File: src/rtl/fb_pkg.sv
// Shared geometry, types and address helper for the
// paint framebuffer port arbiter.
package fb_pkg;

  localparam int unsigned FB_W   = 320;
  localparam int unsigned FB_H   = 240;
  localparam int unsigned PIX_W  = 4;
  localparam int unsigned ADDR_W = 17;

  typedef logic [PIX_W-1:0]  pix_t;
  typedef logic [ADDR_W-1:0] fb_addr_t;

  typedef enum logic [1:0] {
    IDLE,
    CLEAR,
    DONE
  } clr_state_t;

  // Row-major linear address; callers narrow to their own width.
  function automatic logic [31:0] fb_addr(
    input logic [31:0] x,
    input logic [31:0] y,
    input logic [31:0] w
  );
    return y * w + x;
  endfunction

endpackage

File: src/rtl/fb_clear_seq.sv
// Full-screen clear sequencer: walks every framebuffer address
// once, writing the captured colour in each free RAM slot.
module fb_clear_seq #(
  parameter int unsigned FB_W   = 320,
  parameter int unsigned FB_H   = 240,
  parameter int unsigned PIX_W  = 4,
  parameter int unsigned ADDR_W = 17
) (
  input  logic              pixel_clk_25,
  input  logic              reset,
  input  logic              start,
  input  logic [PIX_W-1:0]  color,
  input  logic              slot_free,
  output logic              we,
  output logic [ADDR_W-1:0] addr,
  output logic [PIX_W-1:0]  data,
  output logic              busy,
  output logic              done
);
  import fb_pkg::*;

  localparam logic [ADDR_W-1:0] LAST =
    ADDR_W'(FB_W * FB_H - 1);

  clr_state_t        state_q, state_d;
  logic [ADDR_W-1:0] addr_q, addr_d;
  logic [PIX_W-1:0]  color_q, color_d;

  always_ff @(posedge pixel_clk_25 or posedge reset) begin
    if (reset) begin
      state_q <= IDLE;
      addr_q  <= '0;
      color_q <= '0;
    end else begin
      state_q <= state_d;
      addr_q  <= addr_d;
      color_q <= color_d;
    end
  end

  always_comb begin
    state_d = state_q;
    addr_d  = addr_q;
    color_d = color_q;
    we      = 1'b0;
    busy    = 1'b0;
    done    = 1'b0;
    unique case (state_q)
      IDLE: begin
        if (start) begin
          state_d = CLEAR;
          addr_d  = '0;
          color_d = color;
        end
      end
      CLEAR: begin
        busy = 1'b1;
        if (slot_free) begin
          we = 1'b1;
          if (addr_q == LAST) begin
            state_d = DONE;
          end else begin
            addr_d = addr_q + ADDR_W'(1);
          end
        end
      end
      DONE: begin
        busy    = 1'b1;
        done    = 1'b1;
        state_d = IDLE;
      end
      default: state_d = IDLE;
    endcase
  end

  assign addr = addr_q;
  assign data = color_q;

endmodule

File: src/rtl/fb_port_arbiter.sv
// Single-port framebuffer arbiter: display fetch on even active x,
// clear or paint writes in every other slot, 2-cycle sync alignment.
module fb_port_arbiter #(
  parameter int unsigned FB_W   = 320,
  parameter int unsigned FB_H   = 240,
  parameter int unsigned PIX_W  = 4,
  parameter int unsigned ADDR_W = 17
) (
  input  logic              pixel_clk_25,
  input  logic              reset,
  input  logic [9:0]        x_pos,
  input  logic [9:0]        y_pos,
  input  logic              vid_active,
  input  logic              hsync,
  input  logic              vsync,
  input  logic              wr_valid,
  output logic              wr_ready,
  input  logic [8:0]        wr_x,
  input  logic [7:0]        wr_y,
  input  logic [PIX_W-1:0]  wr_data,
  input  logic              clr_req,
  input  logic [PIX_W-1:0]  clr_color,
  output logic              clr_busy,
  output logic              clr_done,
  output logic [ADDR_W-1:0] ram_addr,
  output logic              ram_we,
  output logic [PIX_W-1:0]  ram_wdata,
  input  logic [PIX_W-1:0]  ram_rdata,
  output logic [PIX_W-1:0]  pix_idx,
  output logic              hsync_d,
  output logic              vsync_d,
  output logic              vid_active_d
);
  import fb_pkg::*;

  logic              disp_slot;
  logic              free_slot;
  logic              wr_in_range;
  logic [ADDR_W-1:0] disp_addr;
  logic [ADDR_W-1:0] paint_addr;

  logic              clr_we;
  logic [ADDR_W-1:0] clr_addr;
  logic [PIX_W-1:0]  clr_data;

  logic              rd_pend_q, rd_pend_d;
  logic [PIX_W-1:0]  pix_q, pix_d;
  logic [1:0]        hs_pipe_q, hs_pipe_d;
  logic [1:0]        vs_pipe_q, vs_pipe_d;
  logic [1:0]        va_pipe_q, va_pipe_d;

  fb_clear_seq #(
    .FB_W   (FB_W),
    .FB_H   (FB_H),
    .PIX_W  (PIX_W),
    .ADDR_W (ADDR_W)
  ) u_clear (
    .pixel_clk_25 (pixel_clk_25),
    .reset        (reset),
    .start        (clr_req),
    .color        (clr_color),
    .slot_free    (free_slot),
    .we           (clr_we),
    .addr         (clr_addr),
    .data         (clr_data),
    .busy         (clr_busy),
    .done         (clr_done)
  );

  always_comb begin
    disp_slot   = vid_active && !x_pos[0];
    free_slot   = !disp_slot;
    wr_in_range = ({23'd0, wr_x} < FB_W) &&
                  ({24'd0, wr_y} < FB_H);
    disp_addr   = ADDR_W'(fb_addr(32'(x_pos >> 1),
                                  32'(y_pos >> 1), FB_W));
    paint_addr  = ADDR_W'(fb_addr(32'(wr_x),
                                  32'(wr_y), FB_W));
    wr_ready    = !reset && free_slot && !clr_busy;
  end

  // Display wins outright; clear owns free slots while busy.
  always_comb begin
    ram_addr  = '0;
    ram_we    = 1'b0;
    ram_wdata = '0;
    if (reset) begin
      ram_we = 1'b0;
    end else if (disp_slot) begin
      ram_addr = disp_addr;
    end else if (clr_busy) begin
      ram_addr  = clr_addr;
      ram_we    = clr_we;
      ram_wdata = clr_data;
    end else if (wr_valid) begin
      ram_addr  = paint_addr;
      ram_we    = wr_in_range;
      ram_wdata = wr_data;
    end
  end

  always_comb begin
    rd_pend_d = disp_slot;
    pix_d     = rd_pend_q ? ram_rdata : pix_q;
    hs_pipe_d = {hs_pipe_q[0], hsync};
    vs_pipe_d = {vs_pipe_q[0], vsync};
    va_pipe_d = {va_pipe_q[0], vid_active};
  end

  always_ff @(posedge pixel_clk_25 or posedge reset) begin
    if (reset) begin
      rd_pend_q <= 1'b0;
      pix_q     <= '0;
      hs_pipe_q <= 2'b11;
      vs_pipe_q <= 2'b11;
      va_pipe_q <= 2'b00;
    end else begin
      rd_pend_q <= rd_pend_d;
      pix_q     <= pix_d;
      hs_pipe_q <= hs_pipe_d;
      vs_pipe_q <= vs_pipe_d;
      va_pipe_q <= va_pipe_d;
    end
  end

  assign hsync_d      = hs_pipe_q[1];
  assign vsync_d      = vs_pipe_q[1];
  assign vid_active_d = va_pipe_q[1];
  assign pix_idx      = va_pipe_q[1] ? pix_q : '0;

endmodule

File: config.mk
export PLATFORM = sky130hd
export DESIGN_NAME = fb_port_arbiter
export DESIGN_NICKNAME = d
export VERILOG_FILES = /design/src/rtl/fb_pkg.sv /design/src/rtl/fb_clear_seq.sv /design/src/rtl/fb_port_arbiter.sv
export SDC_FILE = /design/constraint.sdc
export NUM_CORES = 1
export LEC_CHECK = 0
export CAP_MARGIN = 10
export CORE_MARGIN = 1
export CORE_UTILIZATION = 35
export CTS_BUF_LIST = sky130_fd_sc_hd__clkbuf_4 sky130_fd_sc_hd__clkbuf_8
export CTS_CLUSTER_DIAMETER = 40
export CTS_CLUSTER_SIZE = 14
export DETAILED_ROUTE_END_ITERATION = 7
export DONT_BUFFER_PORTS = 1
export PLACE_DENSITY = 0.47
export SYNTH_ARGS = -nofsm -noshare
export SYNTH_HDL_FRONTEND = slang
export SYNTH_HIERARCHICAL = 1
export SYNTH_SLANG_ARGS = --single-unit
File: constraint.sdc
create_clock -name pixel_clk_25 -period 4 [get_ports pixel_clk_25]
set_clock_uncertainty 0.1 [all_clocks]
set_input_delay 0.8 -clock pixel_clk_25 [delete_from_list [all_inputs] [get_ports pixel_clk_25]]
set_output_delay 0.8 -clock pixel_clk_25 [all_outputs]
set_load 0.03 [all_outputs]
==> impl_metrics.json, run 1 <==
{
  "status": "finished with violations",
  "violations": "setup timing",
  "top_layer_used": "met4",
  "timing.hold.ws_ns": 0.2531,
  "power_frac_seq_pct": 26.0,
  "cp_slowest_cell": "or4_4",
  "wl_met3_um": 367,
  "cp.required_ns": 3.10,
  "pwr_density_cell_nw_per_um2": 447.6,
  "row_count": 35,
  "syn2layout_area_growth_pct": 29.78,
  "grt_max_degree": 26,
  "clk_root_buffer_cell": "clkbuf_8",
  "path_clk_slew_ns": 0.07,
  "ys_warn_count": 6,
  "portBuffers": 0,
  "route.met2.wl_um": 5018,
  "seq_area_frac_synth_pct": 24.78,
  "drive_gt1_share_pct": 30.21,
  "final_cell_mix": "buf_4 (72), nor2_1 (34), nand2_1 (31)",
  "synthFlopType": "dfrtp_1",
  "final_common_cell": "buf_4",
  "coreArea_um2": 9415,
  "layout_setup_ws_ns": -0.2584,
  "synthesis.instances": 405,
  "cts_buffer_depth": 2,
  "finalHoldViolCount": 0,
  "initial_core_util_pct": 36.68,
  "async_flop_share_pct": 100.0,
  "power_frac_comb_pct": 54.9,
  "vdd_drop_max_mv": 0.1822,
  "dp_hpwl_um": 7889,
  "cts_tree": "done",
  "avgRoutedWirePerCell_um": 17.09,
  "path_max_fanout": 4,
  "antenna_found_initial": 1,
  "finalCriticalPeriod_ns": 4.258,
  "grt_first_pass_wirelength_um": 16260,
  "wl_um": 10260,
  "cp.arrival_ns": 3.36,
  "die_w_um": 101.3,
  "drt_iter0_markers": 109,
  "ys_types": 65,
  "fmax_mhz": 234.8,
  "hold_buffers": 0,
  "met1_length_um": 4651,
  "p_leak_nw": 1.898,
  "critPathMaxStageDelay_ns": 0.55,
  "ios": 88,
  "setup-violations-final": 4,
  "fill_cells": 911,
  "cp_common_cell": "ha_4",
  "rsz0062_at_grt": "yes",
  "pwr-share-clk_pct": 19.1,
  "gp_congestion": 0.8596,
  "end_kind": "primary output",
  "ys_ff_latch": 34,
  "start_kind": "input port",
  "netlist_area_um2": 3453,
  "nets": 566,
  "grt_pass1_vias": 3219,
  "power_switching_share_pct": 43.28,
  "utilization_pct": 47.60,
  "ant_nets": 0,
  "crit_chain": "ha_4 > ha_4 > fa_2 > a211oi_4 > nor2_2 > or4_4 > or4_1 > a32oi_2 > a21boi_4",
  "hp-class": "flip-flop to flip-flop",
  "p_int_mw": 1.138,
  "post-route-drc-count": 0,
  "p_sw_uw": 868.1,
  "clk_latency_ns": 0.29,
  "post-route-period-util_pct": 106.5,
  "viasPerCell": 5.578,
  "die-area_um2": 10270,
  "ctsHtreeMaxLevel": 2,
  "synth_nets": 502,
  "numCtsBuffers": 5,
  "drv_slew": 0,
  "cap_violations": 0,
  "synth_edf_count": 0,
  "grt.total_usage_pct": 20.17,
  "die_h_um": 101.3,
  "syn_avg_cell_area_um2": 8.527,
  "via_count": 3347,
  "tightest_slew_ns": 0.9410,
  "dr.pass1.iters": 4,
  "grt_overflow": 0,
  "slew_headroom_pct": 37.19,
  "cts_sinks": 34,
  "total_power_mw": 2.006,
  "path_class": "input port to primary output"
}
[power groups by stage]
stage	Sequential (mW)	Combinational [mW]	Clock, mW
after detailed placement	0.525	1.04	0
after global placement	0.522	1.02	0
final	0.521	1.10	0.384
after global routing	0.535	1.21	0.410
after CTS	0.519	1.08	0.393
after floorplan	0.492	0.744	0
[cell type report]
cell class / count / area (um2) / area share (%)
repair buffers: 75 / 574.3 / 12.81
multi-input cells: 336 / 2686 / 59.94
clock buffers: 5 / 68.82 / 1.535
well taps: 129 / 161.4 / 3.601
diodes: 1 / 2.502 / 0.05583
clock inverters: 3 / 68.82 / 1.535
flip-flops and latches: 34 / 855.8 / 19.10
inverters: 17 / 63.81 / 1.424
[metal layers]
metal  up-vias  global-route usage, %
met4         0                  6.020
met2        65                  34.22
met1      1606                  26.71
met5         -                      0
li1       1666                      -
met3        10                  2.622
[cells by family after synthesis]
| family | synth area share (%) |
|---|---|
| AOI/OAI and AO/OA | 22.68 |
| and+or+nand+nor | 24.35 |
| muxes | 4.094 |
| buffers and inverters | 4.348 |
| adders and majority gates | 15.72 |
| xor gates and xnor gates | 4.022 |
| DFF | 24.78 |
[state kept, by name (all words and copies together), names as in the netlist]
name,flops
u_clear/data,4
hs_pipe_q,2
pix_q,4
vs_pipe_q,2
va_pipe_q,2
rd_pend_q,1
u_clear/state_q,2
u_clear/addr,17
[path summary, 6_finish.rpt]
| path | startpoint | endpoint | slack, ns | cells past startpoint |
|---|---|---|---|---|
| min | va_pipe_q[0] | va_pipe_q[1] | 0.25 | 0 |
| max in group asynchronous | reset | u_clear/data[0] | 2.71 | 1 |
| max | wr_y[1] | ram_addr[15] | -0.26 | 9 |
| min in group asynchronous | reset | va_pipe_q[1] | 0.29 | 1 |
| min reg2reg | va_pipe_q[0] | va_pipe_q[1] | 0.25 | 0 |
| max reg2reg | u_clear/state_q[1] | u_clear/addr[7] | 1.38 | 9 |
[stage by stage]
| stage | setup TNS [ns] | area, um2 | instances | setup WS (ns) |
|---|---|---|---|---|
| 2_1_floorplan | -1.027 | 3530 | 405 | -0.3531 |
| 3_3_place_gp | -1.239 | 4105 | 582 | -0.3959 |
| 4_1_cts | -0.8970 | 4407 | 599 | -0.3073 |
| 6_report | -0.8219 | 4482 | 600 | -0.2584 |
| 3_5_place_dp | -1.254 | 4105 | 582 | -0.4103 |
| 5_1_grt | -1.293 | 4479 | 599 | -0.3684 |
[what timing repair did]
item                       4_1_cts  5_1_grt
pin swaps                       16        5
resized for setup               18       12
buffers inserted                 9        0
setup endpoints to repair        4        5
[worst max-delay path, delay by kind of cell]
family | cells | cell delay [ns]
adders and majority gates | 3 | 0.77
and+or+nand+nor | 3 | 1.13
AOI/OAI and AO/OA | 3 | 0.67
[cell usage after synthesis, types with 4 or more instances]
library cell	count	area [um2]
or2_2	4	25.02
a211oi_1	8	60.06
o211ai_1	9	67.56
a22oi_1	4	30.03
inv_1	17	63.81
or4_1	5	37.54
mux2_2	9	101.4
or3_1	7	43.79
xnor2_1	6	52.55
ha_1	37	462.9
nor2_1	35	131.4
and4_1	5	43.79
dfstp_2	4	105.1
xor2_1	8	70.07
nand2_1	31	116.4
nor3b_1	5	37.54
a221oi_1	15	131.4
fa_1	4	80.08
and2_1	7	43.79
nand4_1	6	37.54
nor3_1	13	65.06
nor2b_1	7	43.79
clkbuf_1	13	48.80
nand3_1	15	75.07
o21ai_0	23	115.1
a21oi_1	16	80.08
mux2i_1	4	40.04
dfrtp_1	30	750.7
Power figures use the tool's default switching activity.
==> run 2: changes to the inputs <==
--- a/config.mk
+++ b/config.mk
@@ -5,7 +5,6 @@
 export SDC_FILE = /design/constraint.sdc
 export NUM_CORES = 1
 export LEC_CHECK = 0
-export CAP_MARGIN = 10
 export CORE_MARGIN = 1
 export CORE_UTILIZATION = 35
 export CTS_BUF_LIST = sky130_fd_sc_hd__clkbuf_4 sky130_fd_sc_hd__clkbuf_8
@@ -14,6 +13,7 @@
 export DETAILED_ROUTE_END_ITERATION = 7
 export DONT_BUFFER_PORTS = 1
 export PLACE_DENSITY = 0.47
+export REMOVE_ABC_BUFFERS = 1
 export SYNTH_ARGS = -nofsm -noshare
 export SYNTH_HDL_FRONTEND = slang
 export SYNTH_HIERARCHICAL = 1
==> impl_metrics.json, run 2 (synthesized netlist as in run 1, its figures left out) <==
{
  "crit_buf_inv": 2,
  "cts_sinks": 34,
  "n_antenna_cell": 0,
  "ant_nets": 0,
  "gp_congestion": 0.8287,
  "grt_overflow": 0,
  "timing.hold.ws_ns": 0.2573,
  "cp.arrival_ns": 3.42,
  "drive_gt1_share_pct": 31.56,
  "wl_um": 9639,
  "fin_area_um2": 4477,
  "antenna_found_initial": 0,
  "top_layer_used": "met4",
  "cap_violations": 0,
  "critPathMaxStageDelay_ns": 0.50,
  "finalHoldViolCount": 0,
  "clk_latency_ns": 0.28,
  "dr.pass1.iters": 4,
  "final_cell_mix": "buf_4 (68), nor2_1 (32), nand2_1 (31)",
  "slew_headroom_pct": 37.43,
  "syn2layout_area_growth_pct": 29.64,
  "grt.total_usage_pct": 18.89,
  "setup-violations-final": 4,
  "end_kind": "primary output",
  "tightest_slew_ns": 0.9376,
  "cts_tree": "done",
  "cp.required_ns": 3.10,
  "fmax_mhz": 231.4,
  "ctsHtreeMaxLevel": 2,
  "hold_buffers": 0,
  "post-route-period-util_pct": 108.0,
  "path_class": "input port to primary output",
  "initial_core_util_pct": 36.68,
  "rsz0062_at_grt": "yes",
  "viasPerCell": 5.580,
  "post-route-drc-count": 0,
  "dpl_cell_area_um2": 4044,
  "route.met2.wl_um": 4702,
  "grt_first_pass_wirelength_um": 15040,
  "setup_tns_ns": -0.9366,
  "total_power_mw": 1.879,
  "path_clk_slew_ns": 0.07,
  "row_count": 35,
  "drv_slew": 0,
  "coreArea_um2": 9415,
  "clk_root_buffer_cell": "clkbuf_8",
  "finalCriticalPeriod_ns": 4.321,
  "cp_common_cell": "ha_4",
  "avgRoutedWirePerCell_um": 16.12,
  "p_leak_nw": 1.884,
  "cts_buffer_depth": 2,
  "crit_chain": "ha_4 > ha_4 > inv_2 > fa_2 > nand3b_1 > o32ai_2 > or4b_4 > or4_4 > a31oi_1 > a21boi_2 > buf_6",
  "numCtsBuffers": 5,
  "worst-path-stages": 11,
  "wl_met3_um": 415,
  "die_h_um": 101.3,
  "vdd_drop_max_mv": 0.1558,
  "grt_max_degree": 26,
  "drt_iter0_markers": 114,
  "path_delay_family": "simple AND/OR/NAND/NOR gates",
  "nets": 565,
  "die_w_um": 101.3,
  "die-area_um2": 10270,
  "ios": 88,
  "layout_setup_ws_ns": -0.3214,
  "fill_cells": 933,
  "largest_reg_flops": 17,
  "status": "finished with violations",
  "portBuffers": 0,
  "hp-class": "flip-flop to flip-flop",
  "final_common_cell": "buf_4",
  "pwr_density_cell_nw_per_um2": 419.7,
  "via_count": 3337,
  "cp_slowest_cell": "or4b_4",
  "reg2reg_depth": 10,
  "met1_length_um": 4370,
  "grt_pass1_vias": 3099,
  "violations": "setup timing",
  "start_kind": "input port",
  "hold_path_depth": 0,
  "dp_hpwl_um": 7560,
  "path_max_fanout": 3
}
run 2: through the flow:
| step | setup slack [ns] | utilization, % | std cells |
|---|---|---|---|
| finish | -0.3214 | 47.55 | 598 |
| global route | -0.4178 | 47.55 | 598 |
| CTS | -0.4224 | 45.10 | 594 |
| detailed placement | -0.5756 | 42.95 | 584 |
| global placement | -0.5538 | 42.95 | 584 |
| floorplan | -0.6531 | - | 387 |
run 2: cell type report:
cell class / count / area [um2] / area share, %
sequential: 34 / 855.8 / 19.12
clock buffer: 6 / 82.58 / 1.845
tap: 129 / 161.4 / 3.605
inverter: 17 / 63.81 / 1.425
multi-input combinational: 336 / 2714 / 60.62
clock inverter: 2 / 12.51 / 0.2795
timing repair buffer: 74 / 586.8 / 13.11
run 2: path summary, 6_finish.rpt:
path	start	end	slack, ns
min in group asynchronous	reset	pix_q[0]	0.30
worst max register to register	u_clear/state_q[1]	u_clear/addr[4]	1.38
worst min register to register	va_pipe_q[0]	va_pipe_q[1]	0.26
worst min-delay path	va_pipe_q[0]	va_pipe_q[1]	0.26
max in group asynchronous	reset	u_clear/addr[1]	2.70
worst max-delay path	y_pos[2]	ram_addr[15]	-0.32
run 2: power breakdown:
part / internal (mW) / switching, mW
clock network: 0.138 / 0.128
logic: 0.468 / 0.628
registers: 0.422 / 0.0939
total: 1.03 / 0.850
run 2: what timing repair did:
item                       CTS  global route
resized for setup           18            36
pin swaps                   10            21
setup buffers                2             4
setup endpoints to repair    4             5
run 2: per-layer routing:
metal | track usage, % | vias to the layer above
li1 | - | 1655
met1 | 25.11 | 1596
met2 | 31.55 | 78
met3 | 2.484 | 8
met4 | 6.466 | 0
met5 | 0 | -
==> run 3: changes to the inputs <==
--- a/config.mk
+++ b/config.mk
@@ -12,7 +12,7 @@
 export CTS_CLUSTER_SIZE = 14
 export DETAILED_ROUTE_END_ITERATION = 7
 export DONT_BUFFER_PORTS = 1
-export PLACE_DENSITY = 0.47
+export PLACE_DENSITY_LB_ADDON = 0.05
 export REMOVE_ABC_BUFFERS = 1
 export SYNTH_ARGS = -nofsm -noshare
 export SYNTH_HDL_FRONTEND = slang
==> impl_metrics.json, run 3 (synthesized netlist as in run 1, its figures left out) <==
{
  "clk_latency_ns": 0.29,
  "fin_area_um2": 4384,
  "hp-class": "flip-flop to flip-flop",
  "wl_um": 9766,
  "crit_buf_inv": 2,
  "slew_headroom_pct": 36.91,
  "end_kind": "primary output",
  "die-area_um2": 10270,
  "hold_path_depth": 0,
  "gp_congestion": 0.8391,
  "reg2reg_depth": 9,
  "drive_gt1_share_pct": 29.00,
  "portBuffers": 0,
  "cts_buffer_depth": 2,
  "cp_slowest_cell": "or4b_4",
  "violations": "setup timing",
  "post-place-ws_ns": -0.5277,
  "start_kind": "input port",
  "fmax_mhz": 229.2,
  "cap_violations": 0,
  "ant_nets": 0,
  "status": "finished with violations",
  "tightest_slew_ns": 0.9453,
  "post-route-period-util_pct": 109.1,
  "total_power_mw": 1.923,
  "hold_buffers": 0,
  "final_cell_mix": "buf_4 (71), nor2_1 (32), nand2_1 (31), ha_1 (31), dfrtp_1 (30)",
  "die_h_um": 101.3,
  "final_common_cell": "buf_4",
  "cp.arrival_ns": 3.46,
  "grt_first_pass_wirelength_um": 15190,
  "crit_chain": "ha_4 > ha_4 > inv_2 > fa_1 > nand3b_1 > o32ai_2 > or4b_4 > or4_1 > a31oi_1 > a21boi_2 > buf_6",
  "clk_root_buffer_cell": "clkbuf_8",
  "dpl_cell_area_um2": 4036,
  "initial_core_util_pct": 36.68,
  "path_max_fanout": 3,
  "coreArea_um2": 9415,
  "setup_tns_ns": -1.032,
  "avgRoutedWirePerCell_um": 16.30,
  "ctsHtreeMaxLevel": 2,
  "cts_tree": "done",
  "grt_pass1_vias": 3198,
  "path_delay_family": "simple AND/OR/NAND/NOR gates",
  "worst-path-stages": 11,
  "syn2layout_area_growth_pct": 26.96,
  "setup-violations-final": 4,
  "path_class": "input port to primary output",
  "cp.required_ns": 3.10,
  "grt_max_degree": 25,
  "largest_reg_flops": 17,
  "rsz0062_at_grt": "yes",
  "drt_iter0_markers": 115,
  "layout_setup_ws_ns": -0.3624,
  "die_w_um": 101.3,
  "pwr_density_cell_nw_per_um2": 438.7,
  "cp_common_cell": "ha_4",
  "drv_slew": 0,
  "row_count": 35,
  "finalHoldViolCount": 0,
  "dr.pass1.iters": 4,
  "viasPerCell": 5.611,
  "grt.total_usage_pct": 18.87,
  "finalCriticalPeriod_ns": 4.362,
  "grt_overflow": 0,
  "post-route-drc-count": 0,
  "via_count": 3361,
  "vdd_drop_max_mv": 0.1875,
  "p_leak_nw": 1.855,
  "ios": 88,
  "cts_sinks": 34,
  "nets": 565,
  "dp_hpwl_um": 7540,
  "numCtsBuffers": 5,
  "antenna_found_initial": 0,
  "path_clk_slew_ns": 0.08,
  "critPathMaxStageDelay_ns": 0.50
}
run 3: cell types whose count changed in the layout (fill, tap and decap cells not counted), moves of 2 or more:
cell      before  now
buf_6          5    3
nand2b_1       1    3
buf_4         68   71
nand2b_4       2    0
run 3: final timing paths:
path | from | to | slack [ns]
max | y_pos[4] | ram_addr[15] | -0.36
max in group asynchronous | reset | u_clear/addr[7] | 2.71
min | va_pipe_q[0] | va_pipe_q[1] | 0.26
min in group asynchronous | reset | pix_q[2] | 0.29
min reg2reg | va_pipe_q[0] | va_pipe_q[1] | 0.26
max reg2reg | u_clear/state_q[1] | u_clear/addr[7] | 1.53
run 3: repair_timing:
action / CTS / global route
setup endpoints to repair: 4 / 6
pin swaps: 18 / 11
resized for setup: 32 / 4
setup buffers: 7 / 0
run 3: metrics by stage:
step / cells / utilization, % / hold slack (ns)
after floorplan: 387 / - / 0.2312
after global placement: 583 / 42.87 / 0.2324
after detailed placement: 583 / 42.87 / 0.2365
after CTS: 598 / 46.33 / 0.2545
after global routing: 598 / 46.54 / 0.2577
final: 599 / 46.56 / 0.2560
run 3: per-layer routing:
metal / wire length (um) / GRT usage, % / up-vias
li1: - / - / 1661
met1: 4351 / 24.52 / 1593
met2: 4802 / 33.23 / 97
met3: 474 / 1.656 / 10
met4: 137 / 5.574 / 0
met5: 0 / 0 / -
run 3: cell type report:
type,count,area [um2]
fill,949,5031
clock buffer,5,68.82
sequential,34,855.8
timing repair buffer,74,566.8
antenna,1,2.502
inverter,17,63.81
tap,129,161.4
clock inverter,3,45.04
multi-input combinational,336,2620
run 3: report_power, final:
| part | total, mW | internal [mW] | switching (mW) | leakage, nW |
|---|---|---|---|---|
| clock | 0.326 | 0.185 | 0.140 | 0.0504 |
| combinational | 1.08 | 0.457 | 0.624 | 1.38 |
| sequential | 0.516 | 0.422 | 0.0941 | 0.423 |
